[src/rtl/inst_issuer.sv]
// Instruction issuer: an 8-deep instruction FIFO feeding a processor one word at a time,
// stepping a 2-bit timestep until the controller signals completion with Clr.
module inst_issuer (
    input  logic       clk,
    input  logic       rst,
    input  logic       wr_en,
    input  logic [9:0] wr_data,
    input  logic       run,
    input  logic       Clr,
    output logic [9:0] INST,
    output logic [1:0] T,
    output logic       busy,
    output logic       full,
    output logic       empty,
    output logic [3:0] count,
    output logic [7:0] retired,
    output logic       err
);

    typedef enum logic [1:0] {
        IDLE  = 2'd0,
        EXEC  = 2'd1,
        ERROR = 2'd2
    } state_t;

    state_t      state_q, state_d;
    logic [9:0]  mem_q [8];
    logic [2:0]  rd_ptr_q, wr_ptr_q;
    logic [3:0]  count_q, count_d;
    logic [9:0]  inst_q, inst_d;
    logic [1:0]  t_q, t_d;
    logic [7:0]  retired_q, retired_d;
    logic        err_q, err_d;
    logic        busy_q;
    logic        push, pop;
    logic [9:0]  head;

    assign full  = (count_q == 4'd8);
    assign empty = (count_q == 4'd0);
    assign head  = mem_q[rd_ptr_q];

    // A push while full is dropped even if a pop frees a slot on the same edge.
    assign push  = wr_en && !full;

    always_comb begin
        state_d   = state_q;
        inst_d    = inst_q;
        t_d       = t_q;
        retired_d = retired_q;
        err_d     = err_q;
        pop       = 1'b0;
        case (state_q)
            IDLE: begin
                t_d = 2'd0;
                if (run && !empty && !err_q) begin
                    state_d = EXEC;
                    inst_d  = head;
                    pop     = 1'b1;
                end
            end
            EXEC: begin
                if (Clr) begin
                    t_d       = 2'd0;
                    retired_d = retired_q + 8'd1;
                    if (run && !empty) begin
                        inst_d = head;
                        pop    = 1'b1;
                    end else begin
                        state_d = IDLE;
                    end
                end else if (t_q == 2'd3) begin
                    err_d   = 1'b1;
                    t_d     = 2'd0;
                    state_d = ERROR;
                end else begin
                    t_d = t_q + 2'd1;
                end
            end
            ERROR: begin
                t_d = 2'd0;
            end
            default: begin
                state_d = IDLE;
                t_d     = 2'd0;
            end
        endcase
    end

    always_comb begin
        count_d = count_q;
        if (push && !pop) begin
            count_d = count_q + 4'd1;
        end else if (pop && !push) begin
            count_d = count_q - 4'd1;
        end
    end

    always_ff @(posedge clk or posedge rst) begin
        if (rst) begin
            state_q   <= IDLE;
            rd_ptr_q  <= 3'd0;
            wr_ptr_q  <= 3'd0;
            count_q   <= 4'd0;
            inst_q    <= 10'h000;
            t_q       <= 2'd0;
            retired_q <= 8'd0;
            err_q     <= 1'b0;
            busy_q    <= 1'b0;
        end else begin
            state_q   <= state_d;
            count_q   <= count_d;
            inst_q    <= inst_d;
            t_q       <= t_d;
            retired_q <= retired_d;
            err_q     <= err_d;
            busy_q    <= (state_d == EXEC);
            if (push) begin
                wr_ptr_q <= wr_ptr_q + 3'd1;
            end
            if (pop) begin
                rd_ptr_q <= rd_ptr_q + 3'd1;
            end
        end
    end

    // Storage needs no reset: entries are only read once the pointers say they were written.
    always_ff @(posedge clk) begin
        if (push && !rst) begin
            mem_q[wr_ptr_q] <= wr_data;
        end
    end

    assign INST    = inst_q;
    assign T       = t_q;
    assign busy    = busy_q;
    assign count   = count_q;
    assign retired = retired_q;
    assign err     = err_q;

endmodule

[config.mk]
export PLATFORM = sky130hd
export DESIGN_NAME = inst_issuer
export DESIGN_NICKNAME = d
export VERILOG_FILES = /design/src/rtl/inst_issuer.sv
export SDC_FILE = /design/constraint.sdc
export NUM_CORES = 1
export LEC_CHECK = 0
export CORE_MARGIN = 2
export CORE_UTILIZATION = 56
export CTS_BUF_LIST = sky130_fd_sc_hd__clkbuf_8 sky130_fd_sc_hd__clkbuf_16
export DETAILED_ROUTE_END_ITERATION = 8
export GPL_TIMING_DRIVEN = 0
export PLACE_DENSITY = 0.78
export SYNTH_ARGS = -nofsm -noshare
export SYNTH_HDL_FRONTEND = slang
export SYNTH_SLANG_ARGS = --single-unit
[constraint.sdc]
create_clock -name clk -period 5.4 [get_ports clk]
set_input_delay 1.08 -clock clk [delete_from_list [all_inputs] [get_ports clk]]
set_output_delay 1.08 -clock clk [all_outputs]
set_load 0.01 [all_outputs]
==> results.sh <==
export IMPL_multi_input_area_um2=1230
export IMPL_core_um2=7810
export IMPL_netSwitchingFraction_pct=28.9
export IMPL_synthToLayoutAreaGrowth_pct=26.1
export IMPL_post_cts_resized=0
export IMPL_syn_avg_cell_area_um2=17.9
export IMPL_combPwrFrac_pct=29.8
export IMPL_worst_pin_slew_ps=1170
export IMPL_drive_above_1_share_pct=21.1
export IMPL_initial_utilization_pct=58.6
export IMPL_regArea_um2=3250
export IMPL_worst_slew_margin_rel_pct=21.9
export IMPL_p_per_area_nw_per_um2=576
export IMPL_finalMaxSlewViolations=0
export IMPL_final_area_um2=5770
export IMPL_clkSlewWorstSetupHoldPaths_ps=60
export IMPL_clock_latency_ps=500
export IMPL_drt_first_pass_iters=4
export IMPL_drc=0
export IMPL_hp_class="flip-flop to flip-flop"
export IMPL_path_depth=12
export IMPL_p_clk_share_pct=33.1
export IMPL_grt_pass1_wl_mm=13.7
export IMPL_post_dp_cell_area_um2=5150
export IMPL_syn_inst=256
export IMPL_fillers=482
export IMPL_drt_wl_total_mm=8.82
export IMPL_min_path_cells=1
export IMPL_ys_warn_count=0
export IMPL_die_h_um=94.4
export IMPL_outcome="complete, no violations"
export IMPL_p_int_w=0.00236
export IMPL_cpMaxStageDelayCell="clkdlybuf4s50_1"
export IMPL_tns_ps=0
export IMPL_max_stage_delay_ps=500
export IMPL_p_leak_nw=2.16
export IMPL_routed_top_layer="met4"
export IMPL_setup_viol=0
export IMPL_period_share_pct=69.6
export IMPL_cts_setup_buffers=0
export IMPL_n_antenna_cell=0
export IMPL_wl_met1_mm=3.69
export IMPL_cp_start_kind="input pin"
export IMPL_antenna_found_initial=0
export IMPL_syn_area_um2=4570
export IMPL_rsz0062_at_grt="no"
export IMPL_wl_met2_mm=4.70
export IMPL_grt_pass1_vias=2491
export IMPL_wl_met3_um=398
export IMPL_synth_cell_types=40
export IMPL_cts_made_buffers=17
export IMPL_synth_flop_cell="edfxtp_1"
export IMPL_vias=2440
export IMPL_dp_hpwl_mm=5.45
export IMPL_die_w_um=94.4
export IMPL_crit_top_cell="ha_1"
export IMPL_path_buf_inv=4
export IMPL_viasPerCell=5.62
export IMPL_grt_max_degree=37
export IMPL_drt_initial_drc_count=194
export IMPL_power_net_switching_w=0.000960
export IMPL_end_kind="flip-flop"
export IMPL_track_usage_pct=22.0
export IMPL_root_buffer="clkbuf_8"
export IMPL_numPortBuffers=42
export IMPL_critPathArrivalTime_ps=4130
export IMPL_synth_seq_area_share_pct=71.2
export IMPL_grt_overflow_total=0
export IMPL_path_cells="clkdlybuf4s50_1 -> nand3b_1 -> a211o_1 -> buf_6 -> clkbuf_8 -> ha_1 -> inv_1 -> ha_1 -> a21o_1 -> a2111oi_0 -> a31oi_1 -> a221o_1"
export IMPL_hold_viol=0
export IMPL_synth_enable_flop_cells=80
export IMPL_routedWlPerCell_um=20.3
export IMPL_io_pins=43
export IMPL_cpLargestDelayFamily="compound AO/OA/AOI/OAI gates"
export IMPL_min_period_ps=3760
export IMPL_sequentialPowerShare_pct=37.0
export IMPL_max_clock_freq_mhz=266
export IMPL_cts_sinks=114
export IMPL_cts_max_level=4
export IMPL_gp_congestion=0.743
export IMPL_cap_violations=0
export IMPL_clock_path_buffers=2
export IMPL_rows=32
export IMPL_crit_required_ps=5770
export IMPL_die_area_um2=8900
export IMPL_antenna_left=0
export IMPL_cts_hold_buf=0
export IMPL_clock_skew_ps=11.2
export IMPL_critPathKind="input pin to flip-flop"
export IMPL_ys_ff_latch=114
export IMPL_cts_tree="done"
export IMPL_syn_nets=279
export IMPL_final_nets=342
export IMPL_ir_drop_v=0.000267
export IMPL_async_flop_share_pct=29.8
export IMPL_cp_max_fo=10
export IMPL_r2r_cells=11
==> power groups by stage <==
stage / Sequential (W) / Clock (W) / Combinational (W)
4_1_cts: 0.00123 / 0.00112 / 0.00100
3_5_place_dp: 0.00124 / 0 / 0.000987
3_3_place_gp: 0.00123 / 0 / 0.000947
6_report: 0.00123 / 0.00110 / 0.000991
2_1_floorplan: 0.00125 / 0 / 0.000611
5_1_grt: 0.00125 / 0.00116 / 0.00108
==> final timing paths <==
path	startpoint	endpoint	slack, ps
max reg2reg	state_q[0]$_DFF_PP0_	count[3]$_DFFE_PP0P_	2130
min reg2reg	T[0]$_DFF_PP0_	T[0]$_DFF_PP0_	460
min	T[0]$_DFF_PP0_	T[0]$_DFF_PP0_	460
min in group asynchronous	rst	INST[6]$_DFFE_PP0P_	1050
max	Clr	count[3]$_DFFE_PP0P_	1640
max in group asynchronous	rst	INST[5]$_DFFE_PP0P_	3850
==> synth_stat cells (2+ instances only) <==
cell       n  area (µm²)
nand2_1   19        71.3
o21ai_0    8        40.0
ha_1       7        87.6
nor4_1     2        12.5
xnor2_1    8        70.1
mux2_2     2        22.5
o21ai_2    6        52.6
dfrtp_1   34         851
nand3b_1   2        15.0
clkbuf_1   3        11.3
nor3_1     5        25.0
inv_1      5        18.8
nand2b_1   3        18.8
buf_2      2        10.0
xor2_1     5        43.8
nand3_1    5        25.0
edfxtp_1  80        2400
mux4_2    18         405
mux2i_1   10         100
nor2_1    11        41.3
mux4_1     2        52.6
==> per-stage QoR <==
stage	setup WS, ps	util, %	cells	power, W	hold WS, ps
2_1_floorplan	1990	-	256	0.00186	457
4_1_cts	1560	73.8	434	0.00335	468
3_3_place_gp	593	65.6	400	0.00218	449
3_5_place_dp	1030	66.0	402	0.00223	463
6_report	1640	73.8	434	0.00332	462
5_1_grt	1400	73.8	434	0.00349	479
==> placed cells by master (no fill, tap or decap), types with 2 or more instances in the layout <==
master,count
inv_1,6
nor3_2,2
clkinv_2,2
clkinvlp_4,2
buf_2,2
edfxtp_1,80
dfrtp_1,34
o21ai_0,8
clkdlybuf4s50_1,42
nand3b_1,2
buf_6,3
clkbuf_16,19
nor2_1,11
o21ai_2,6
clkbuf_8,6
mux4_2,18
mux2i_1,10
xnor2_1,8
nand2_1,19
nand3_1,5
mux4_1,2
mux2_2,2
nor3_1,3
ha_1,7
nor4_1,2
clkbuf_1,3
nand2b_1,3
xor2_1,5
==> layout make-up <==
type / count / area share [%]
plain buffers: 9 / 1.41
clock buffers: 24 / 9.44
clock inverters: 8 / 1.19
inverters: 5 / 0.326
multi-input cells: 128 / 21.3
flip-flops and latches: 114 / 56.4
well taps: 102 / 2.21
repair buffers: 44 / 7.68
==> logic make-up (layout without fill, tap and decap cells) <==
logic type / Yosys count / in the layout / share of synthesized area [%]
compound gates: 22 / 22 / 3.37
fa+ha+maj: 8 / 8 / 2.35
mux: 33 / 33 / 13.0
simple gates: 52 / 52 / 5.42
buf+inv: 14 / 90 / 2.19
flops: 114 / 114 / 71.2
xor+xnor: 13 / 13 / 2.49
==> sequential cells by signal, indices dropped and copies added, names as in the netlist, 2 cells and up <==
signal and count:
mem_q 80, state_q 2, retired 8, T 2, count 4, INST 10, rd_ptr_q 3, wr_ptr_q 3
==> routing by layer <==
metal / track usage, % / up-vias
li1: - / 1117
met1: 27.7 / 1242
met2: 36.3 / 79
met3: 5.43 / 2
met4: 10.6 / 0
met5: 0 / -
(Power assumes the default switching activity.)
